--- config.mk ---
export PLATFORM = sky130hd
export DESIGN_NAME = pusch_top
export DESIGN_NICKNAME = d
export VERILOG_FILES = /design/src/rtl/pusch_top.sv
export SDC_FILE = /design/constraint.sdc
export NUM_CORES = 1
export LEC_CHECK = 0
export CAP_MARGIN = 20
export CORE_MARGIN = 2
export CORE_UTILIZATION = 56
export CTS_BUF_LIST = sky130_fd_sc_hd__clkbuf_8
export DETAILED_ROUTE_END_ITERATION = 12
export PLACE_DENSITY = 0.76
export SYNTH_ARGS = -nofsm -noshare
export SYNTH_HDL_FRONTEND = slang
export SYNTH_SLANG_ARGS = --single-unit
--- constraint.sdc ---
create_clock -name clk -period 12.3 [get_ports clk]
set_clock_uncertainty 0.1 [all_clocks]
set_input_delay 1.23 -clock clk [delete_from_list [all_inputs] [get_ports clk]]
set_output_delay 1.23 -clock clk [all_outputs]
set_load 0.02 [all_outputs]
--- src/rtl/pusch_top.sv ---
// Simplified NR PUSCH transmit chain: payload, CRC-24A, rate match,
// Gold scrambling, QAM mapping and subcarrier placement.
module pusch_top #(
  parameter int WIDTH_IFFT = 26
) (
  input  logic                         clk,
  input  logic                         reset,
  input  logic                         reset_fft,
  input  logic                         reset_div,
  input  logic                         enable,
  input  logic                         Data_in,
  input  logic [1:0]                   base_graph,
  input  logic [1:0]                   rv_number,
  input  logic [3:0]                   process_number,
  input  logic [16:0]                  available_coded_bits,
  input  logic [2:0]                   modulation_order,
  input  logic [5:0]                   N_Rapid,
  input  logic [15:0]                  N_Rnti,
  input  logic [9:0]                   N_cell_ID,
  input  logic                         Config,
  input  logic [3:0]                   N_slot_frame,
  input  logic [6:0]                   N_rb,
  input  logic [1:0]                   En_hopping,
  input  logic [3:0]                   N_symbol,
  input  logic [10:0]                  N_sc_start,
  input  logic [3:0]                   Sym_Start_REM,
  input  logic [3:0]                   Sym_End_REM,
  output logic signed [WIDTH_IFFT-1:0] Data_r,
  output logic signed [WIDTH_IFFT-1:0] Data_i,
  output logic                         Data_valid
);

  localparam int W = WIDTH_IFFT;
  localparam logic [23:0] POLY = 24'h864CFB;

  typedef enum logic [2:0] {
    IDLE, COLLECT, CRC, SCR_INIT, MAP, DONE
  } state_t;

  state_t state, state_nx;

  logic [3:0]  div_cnt;
  logic        tick;
  logic [63:0] buf_q;
  logic [23:0] crc_q;
  logic [6:0]  len_q;
  logic [4:0]  crc_cnt;
  logic [10:0] scr_cnt;
  logic [30:0] x1_q, x2_q, x1_nx, x2_nx;

  logic [16:0] e_q;
  logic [2:0]  qm_q;
  logic [6:0]  nrb_q;
  logic [3:0]  nsym_q, ss_q, se_q;
  logic [10:0] scs_q;
  logic [1:0]  rv_q;
  logic [1:0]  bg_q, hop_q;
  logic [3:0]  proc_q, slot_q;

  logic [3:0]  sym_q;
  logic [10:0] sc_q;
  logic [16:0] sent_q;
  logic [5:0]  rd_q, rd_nx, k0;
  logic [5:0]  bits;
  logic [6:0]  p;
  logic [10:0] nsc;
  logic [3:0]  sym_last;
  logic        map_last;
  logic        is_data;
  logic [30:0] c_init;
  logic        unused_rsvd;

  function automatic logic [23:0] crc_step(
    input logic [23:0] c,
    input logic        b
  );
    return {c[22:0], 1'b0} ^ ((b ^ c[23]) ? POLY : 24'h0);
  endfunction

  function automatic logic [30:0] x1_step(input logic [30:0] x);
    return {x[3] ^ x[0], x[30:1]};
  endfunction

  function automatic logic [30:0] x2_step(input logic [30:0] x);
    return {x[3] ^ x[2] ^ x[1] ^ x[0], x[30:1]};
  endfunction

  function automatic logic [2:0] mag(
    input logic [2:0] qm,
    input logic       a,
    input logic       b
  );
    logic [2:0] m;
    m = 3'd1;
    if (qm == 3'd4)      m = a ? 3'd3 : 3'd1;
    else if (qm == 3'd6) m = a ? (b ? 3'd7 : 3'd5) : (b ? 3'd1 : 3'd3);
    return m;
  endfunction

  function automatic logic signed [W-1:0] lvl(
    input logic       s,
    input logic [2:0] m
  );
    logic signed [W-1:0] v;
    v = '0;
    v[W-3:W-5] = m;
    return s ? -v : v;
  endfunction

  assign tick = (div_cnt == 4'hF);
  assign unused_rsvd = ^{bg_q, hop_q, proc_q, slot_q};

  assign c_init = Config ?
    {N_Rnti[14:0], N_Rapid, N_cell_ID} :
    {N_Rnti, 5'b0, N_cell_ID};

  assign k0 = 6'(({7'b0, rv_q} * {2'b0, len_q}) >> 2);
  assign nsc = {1'b0, nrb_q, 3'b0} + {2'b0, nrb_q, 2'b0};
  assign sym_last = (se_q < ss_q) ? ss_q : se_q;
  assign map_last = (sym_q == sym_last) && (sc_q == nsc - 11'd1);

  assign is_data = (sym_q != nsym_q) && (sc_q >= scs_q) &&
    (({1'b0, sent_q} + {15'b0, qm_q}) <= {1'b0, e_q});

  // Qm rate-matched, scrambled bits and the state after consuming them
  always_comb begin
    x1_nx = x1_q;
    x2_nx = x2_q;
    bits  = '0;
    p     = '0;
    for (int j = 0; j < 6; j++) begin
      p = {1'b0, rd_q} + 7'(j);
      if (p >= len_q) p = p - len_q;
      bits[j] = buf_q[p[5:0]] ^ x1_q[j] ^ x2_q[j];
      if (3'(j) < qm_q) begin
        x1_nx = x1_step(x1_nx);
        x2_nx = x2_step(x2_nx);
      end
    end
    p = {1'b0, rd_q} + {4'b0, qm_q};
    if (p >= len_q) p = p - len_q;
    rd_nx = p[5:0];
  end

  assign Data_valid = (state == MAP) && (nsc != 11'd0);

  assign Data_r = (Data_valid && is_data) ?
    lvl(bits[0], mag(qm_q, bits[2], bits[4])) : '0;
  assign Data_i = (Data_valid && is_data) ?
    lvl(bits[1], mag(qm_q, bits[3], bits[5])) : '0;

  always_ff @(posedge clk) begin
    if (reset || !reset_div) div_cnt <= '0;
    else                     div_cnt <= div_cnt + 4'd1;
  end

  always_ff @(posedge clk) begin
    if (reset || reset_fft) state <= IDLE;
    else                    state <= state_nx;
  end

  always_comb begin
    state_nx = state;
    case (state)
      IDLE:     if (tick && enable) state_nx = COLLECT;
      COLLECT:  if (tick && !enable) state_nx = CRC;
      CRC:      if (crc_cnt == 5'd23) state_nx = SCR_INIT;
      SCR_INIT: if (scr_cnt == 11'd1599) state_nx = MAP;
      MAP:      if (nsc == 11'd0 || map_last) state_nx = DONE;
      DONE:     state_nx = IDLE;
      default:  state_nx = IDLE;
    endcase
  end

  always_ff @(posedge clk) begin
    if (reset) begin
      buf_q   <= '0;
      crc_q   <= '0;
      len_q   <= '0;
      crc_cnt <= '0;
      scr_cnt <= '0;
      x1_q    <= '0;
      x2_q    <= '0;
      e_q     <= '0;
      qm_q    <= 3'd2;
      nrb_q   <= '0;
      nsym_q  <= '0;
      ss_q    <= '0;
      se_q    <= '0;
      scs_q   <= '0;
      rv_q    <= '0;
      bg_q    <= '0;
      hop_q   <= '0;
      proc_q  <= '0;
      slot_q  <= '0;
      sym_q   <= '0;
      sc_q    <= '0;
      sent_q  <= '0;
      rd_q    <= '0;
    end else begin
      case (state)
        IDLE: if (tick && enable) begin
          buf_q[0] <= Data_in;
          crc_q    <= crc_step(24'h0, Data_in);
          len_q    <= 7'd1;
          crc_cnt  <= '0;
        end
        COLLECT: if (tick && enable && len_q < 7'd40) begin
          buf_q[len_q[5:0]] <= Data_in;
          crc_q <= crc_step(crc_q, Data_in);
          len_q <= len_q + 7'd1;
        end
        CRC: begin
          buf_q[len_q[5:0]] <= crc_q[23];
          crc_q   <= {crc_q[22:0], 1'b0};
          len_q   <= len_q + 7'd1;
          crc_cnt <= crc_cnt + 5'd1;
          if (crc_cnt == 5'd23) begin
            e_q    <= available_coded_bits;
            qm_q   <= (modulation_order == 3'd4 ||
                       modulation_order == 3'd6) ?
                      modulation_order : 3'd2;
            nrb_q  <= N_rb;
            nsym_q <= N_symbol;
            ss_q   <= Sym_Start_REM;
            se_q   <= Sym_End_REM;
            scs_q  <= N_sc_start;
            rv_q   <= rv_number;
            bg_q   <= base_graph;
            hop_q  <= En_hopping;
            proc_q <= process_number;
            slot_q <= N_slot_frame;
            x1_q   <= 31'd1;
            x2_q   <= c_init;
            scr_cnt <= '0;
          end
        end
        SCR_INIT: begin
          x1_q    <= x1_step(x1_q);
          x2_q    <= x2_step(x2_q);
          scr_cnt <= scr_cnt + 11'd1;
          if (scr_cnt == 11'd1599) begin
            rd_q   <= k0;
            sym_q  <= ss_q;
            sc_q   <= '0;
            sent_q <= '0;
          end
        end
        MAP: if (nsc != 11'd0) begin
          if (is_data) begin
            rd_q   <= rd_nx;
            x1_q   <= x1_nx;
            x2_q   <= x2_nx;
            sent_q <= sent_q + {14'b0, qm_q};
          end
          if (sc_q == nsc - 11'd1) begin
            sc_q  <= '0;
            sym_q <= sym_q + 4'd1;
          end else begin
            sc_q <= sc_q + 11'd1;
          end
        end
        default: ;
      endcase
    end
  end

endmodule

== Word level (Yosys, flattened, before mapping) ==
Index checks and enable logic that the tools add are counted.
Widths: inputs -> output; s select.

* Register bits: 270
* Bits of input ports: 103
* Output and inout bits: 53
* Word-level logic and storage cells: 268

* Add/sub/neg operators: 25
* Multiply operators: 1
* $lt $le $gt $ge: 25
* Equal/unequal tests: 23
* Mux-type cells: 100
* Bitwise logic cells: 38
* Reduce and logical (&&, ||, !) cells: 34

{| class="wikitable"
|+ Operators with widths
! kind !! count
|-
| $mux 31 || 19
|-
| $pmux 31 s3 || 2
|-
| $bwmux 64 || 2
|-
| $pmux 63 s2 || 1
|-
| $mux 26 || 4
|-
| $mux 24 || 4
|-
| $pmux 24 s3 || 1
|-
| $mux 64 || 1
|-
| $mux 6 || 10
|-
| $neg 24->26 || 2
|-
| $mux 17 || 3
|-
| $lt 6x7->1 const B || 7
|-
| $mux 11 || 4
|-
| $pmux 11 s2 || 2
|-
| $ge 7x7->1 || 6
|-
| $sub 6x6->6 || 7
|-
| $xor 1x1->1 || 37
|-
| $bmux 1 s6 || 6
|-
| $mux 3 || 12
|-
| $pmux 17 s2 || 1
|-
| $xor 24x24->24 || 1
|-
| $add 11x1->11 const B || 2
|-
| $pmux 7 s3 || 1
|-
| $add 17x3->18 || 1
|-
| 54 further kinds || 110
|}

== Logic depth before layout (Yosys ltp) ==
* Word-level depth: 27
* Depth in mapped cells: 24
* Mapped depth without buffers: 21

== Worst setup path after synthesis ==
No wires, ideal clock.

* Kind: reg2out
* Start: register rd_q[1]
* End: output Data_i[22]
* Arrival time: 4918 ps
* Required time: 10970 ps
* Setup slack: 6052 ps
* Cell stages (with the launch flop): 21
* Path buffers: 2
* Cells stage by stage: dfxtp_1 -> inv_1 -> clkbuf_1 -> ha_1 -> a21oi_1 -> xnor2_1 -> ha_1 -> and3_1 -> o21ai_0 -> a311oi_2 -> mux2i_1 -> buf_2 -> mux2i_1 -> mux2i_1 -> a311oi_1 -> nand3_1 -> nand4_1 -> xnor2_1 -> xnor2_1 -> o21ai_0 -> nor3b_1

* Cells in the longest elaborated chain, start to end: 14
* Elaborated cells on any way between the ends: 33
* Those cells by class: add/sub: 7; order compare: 3; mux: 17; bitwise: 6

{| class="wikitable"
|+ Ends and longest elaborated chain
! element !! line !! RTL
|-
| from (decl) || 63 || <nowiki>logic [5:0] rd_q, rd_nx, k0;</nowiki>
|-
| from (signal assigned) || 243 || <nowiki>rd_q <= k0;</nowiki>
|-
| from (signal assigned) || 251 || <nowiki>rd_q <= rd_nx;</nowiki>
|-
| $add 6x3->7 || 132 || <nowiki>p = {1'b0, rd_q} + 7'(j);</nowiki>
|-
| $sub 6x6->6 / $ge 7x7->1 (equally long branches) || 133 || <nowiki>if (p >= len_q) p = p - len_q;</nowiki>
|-
| $mux 6 || 133 ||
|-
| $bmux 1 s6 || 134 || <nowiki>bits[j] = buf_q[p[5:0]] ^ x1_q[j] ^ x2_q[j];</nowiki>
|-
| $mux 1 (not written as such) || 134 ||
|-
| $xor 1x1->1 (2 in a row) || 134 ||
|-
| $mux 2 || 96 || <nowiki>else if (qm == 3'd6) m = a ? (b ? 3'd7 : 3'd5) : (b ? 3'd1 : 3'd3);</nowiki>
|-
| $mux 3 (2 in a row) || 96 ||
|-
| $mux 3 || 95 || <nowiki>if (qm == 3'd4) m = a ? 3'd3 : 3'd1;</nowiki>
|-
| $neg 24->26 || 107 || <nowiki>return s ? -v : v;</nowiki>
|-
| $mux 26 * || 107 ||
|-
| $mux 26 * || 149 || <nowiki>assign Data_i = (Data_valid && is_data) ?</nowiki>
|-
| to (decl) || 29 || <nowiki>output logic signed [WIDTH_IFFT-1:0] Data_i,</nowiki>
|}

Every way passes the cells marked *; elsewhere a longest branch is shown, timed or not. The select of a mux whose other input is x is not followed.

== Worst setup path in the final report ==
Same ends and word-level chain as after synthesis.

==> flow_summary.toml <==
[status]
status = "finished, final reports clean"

[synthesis]
syn_area_sq_um = 24000
syn_avg_cell_area_sq_um = 7.30
synth_warnings = 0
synthArstFlopShare_pct = 0
synth_seq_cells = 270
seq_area_frac_synth_pct = 22.5
syn-instance-count = 3293
synth_largest_area_cell = "dfxtp_1"
synth_common_cells = "441 x nand2_1, 382 x nor2_1, 270 x dfxtp_1"
ys_top_cells_by_area = "dfxtp_1 22%, mux2i_1 7.5%, nand2_1 6.9%"
synth-edff-count = 0
yosys.area.top_type_share_pct = 22.5
ys_types = 85
yosysMostFrequentCell = "nand2_1"
ys_dominant_reg_cell = "dfxtp_1"

[routing]
first_iter_violations = 2555
drc = 0
drtPass1Iterations = 7
detail_route.wirelength_mm = 76.5
detail-route-antenna-nets = 0
wl_per_cell_um = 20.1
vias_per_cell = 6.49
vias = 24700

[die]
die_y_um = 211
initial_core_util_pct = 57.0
die_x_um = 211
io_pins = 156
dieArea_sq_um = 44600
core_area_sq_um = 42100
rows = 75

[cts]
htree_num_levels = 2
cts_setup_buffers = 0
clock_latency_ns = 0.61
cts_made_buffers = 47
holdBufCountCts = 0
cts_tree = "built"
clk_pin_slew_ns = 0.07
clkSinkCount = 270
cts_resized = 0
max-clock-path-buffers = 3
cts_root_buffer = "clkbuf_8"

[sta]
tns_ns = 0
final-setup-viol-count = 0
rsz0062_at_grt = "false"
hold_viol_final = 0
tightest_slew_ns = 1.23
timing.final.crit_share_pct = 73.6
fmax_mhz = 110
layout_setup_ws_ns = 3.25
slew_viol_final = 0
period_minus_slack_ns = 9.05
timing.hold.ws_ns = 0.354
relSlewSlack_pct = 17.4

[placed_design]
dp_hpwl_mm = 53.3
dp_slack_ns = 3.93
dp.cells = 3712
port-buffer-count = 101
gp_congestion = 0.953

[global_route]
track_usage_pct = 33.5
gr-total-overflow = 0
grt_pass1_vias = 23200
grt_max_degree = 102
antenna_found_initial = 0
grt_pass1_wl_mm = 122

[worst_setup_path]
worstPathArrival_ns = 7.72
path_max_fanout = 28
cp.required_ns = 10.97
critPathKind = "flip-flop to primary output"
worstSetupStartpointType = "flip-flop"
end_kind = "primary output"

[min_path]
hold_path_class = "flip-flop to flip-flop"

[flow_run]
maxCapViolCount = 0

[layout]
seqCellArea_sq_um = 5420
num-nets-final = 3441
n_antenna_cell = 0
layout-drive-gt1-share_pct = 6.66
area_growth_pct = 8.21
stdcell_count = 3799
multi_input_area_sq_um = 17200
n_fill_cell = 3801

[power]
powerDensity_nw_per_um2 = 72.9
p_leak_nw = 9.09
vdd_ir_drop_max_mv = 0.0732
totalPowerFinal_w = 0.00190
per-layer routing:
layer	track usage, %	wire (um)	vias up
met2	55.9	35800	1200
met4	17.2	3780	0
met3	3.66	5960	234
met1	42.9	30900	11600
li1	-	-	11700
met5	0	0	-
registers in the layout (all words and copies together) (netlist names), 7 cells and up:
signal,flops
scs_q,11
scr_cnt,11
e_q,17
x2_q,31
x1_q,31
crc_q,24
sc_q,11
nrb_q,7
buf_q,64
len_q,7
sent_q,17
cell families (layout without fill, tap and decap cells):
| family | count (synthesis) | after routing | synth area share [%] |
|---|---|---|---|
| compound gates | 868 | 868 | 23.5 |
| xor+xnor | 135 | 135 | 5.01 |
| fa+ha+maj | 114 | 114 | 6.22 |
| buf+inv | 383 | 309 | 6.89 |
| flops | 270 | 270 | 22.5 |
| mux | 249 | 249 | 12.4 |
| other cells | 1 | 42 | 0.0156 |
| simple gates | 1273 | 1273 | 23.4 |
area by class of cell:
cell class | instances | area share, %
tap | 539 | 2.59
clock buffer | 60 | 3.18
clock inverter | 25 | 0.962
timing repair buffer | 138 | 5.09
multi-input combinational | 2681 | 66.1
sequential | 270 | 20.8
inverter | 86 | 1.24
through the flow:
stage | instance area, sq um | util (%)
after floorplan | 24200 | -
final | 26000 | 61.7
after detailed placement | 24900 | 59.0
after CTS | 26000 | 61.6
after global routing | 26000 | 61.7
after global placement | 24900 | 59.0
critical path, cell delays in order, from the launching register on:
cell and delay (ns):
dfxtp_1 0.84, inv_1 0.54, ha_1 0.71, ha_1 0.32, a21boi_1 0.16, o21a_1 0.22
o211ai_2 0.15, o2bb2ai_2 0.44, mux2i_4 0.33, buf_4 0.39, mux4_2 0.55, mux2i_1 0.20
nor3_1 0.06, or4b_1 0.49, o2bb2ai_1 0.26, xnor2_2 0.27, nor3_1 0.10, nor3b_1 0.36
clkdlybuf4s50_1 0.69
path summary, 6_finish.rpt:
check                        startpoint               endpoint  slack (ns)  cells past startpoint
setup / recovery   rd_q[1]$_SDFFE_PP0P_             Data_i[22]        3.25                     18
hold / removal    scs_q[9]$_SDFFE_PP0P_  scs_q[9]$_SDFFE_PP0P_        0.35                      2
setup reg to reg   qm_q[1]$_SDFFE_PP1P_  x1_q[30]$_SDFFE_PP0P_        5.94                     21
hold reg to reg   scs_q[9]$_SDFFE_PP0P_  scs_q[9]$_SDFFE_PP0P_        0.35                      2
cells in the final DEF (no fill, tap or decap), drive strengths merged, types with 12 or more instances in the layout:
master	netlist	routed
a31oi	28	28
clkbuf	196	60
a21oi	269	269
xor2	46	46
clkdlybuf4s50	0	100
xnor2	88	88
a222oi	15	15
a22oi	29	29
o21ai	158	158
a311oi	29	29
dfxtp	270	270
ha	105	105
o211ai	41	41
o22ai	24	24
mux4	35	35
nor2b	25	25
o21a	18	18
nand2b	21	21
nor3	167	167
nand4	24	24
inv	80	96
mux2i	181	181
a221oi	45	45
mux2	33	33
and2	18	18
buf	101	38
nor3b	12	12
a211oi	90	90
nand2	441	441
a21o	39	39
nor2	382	382
and3	36	36
conb	1	42
nand3	100	100
where the power goes:
| part | leakage (nW) | internal [W] | switching (W) |
|---|---|---|---|
| clock | 0.600 | 0.000546 | 0.000399 |
| sequential | 2.18 | 0.000874 | 0.000000219 |
| combinational | 6.32 | 0.0000339 | 0.0000428 |
(Power assumes the default switching activity.)
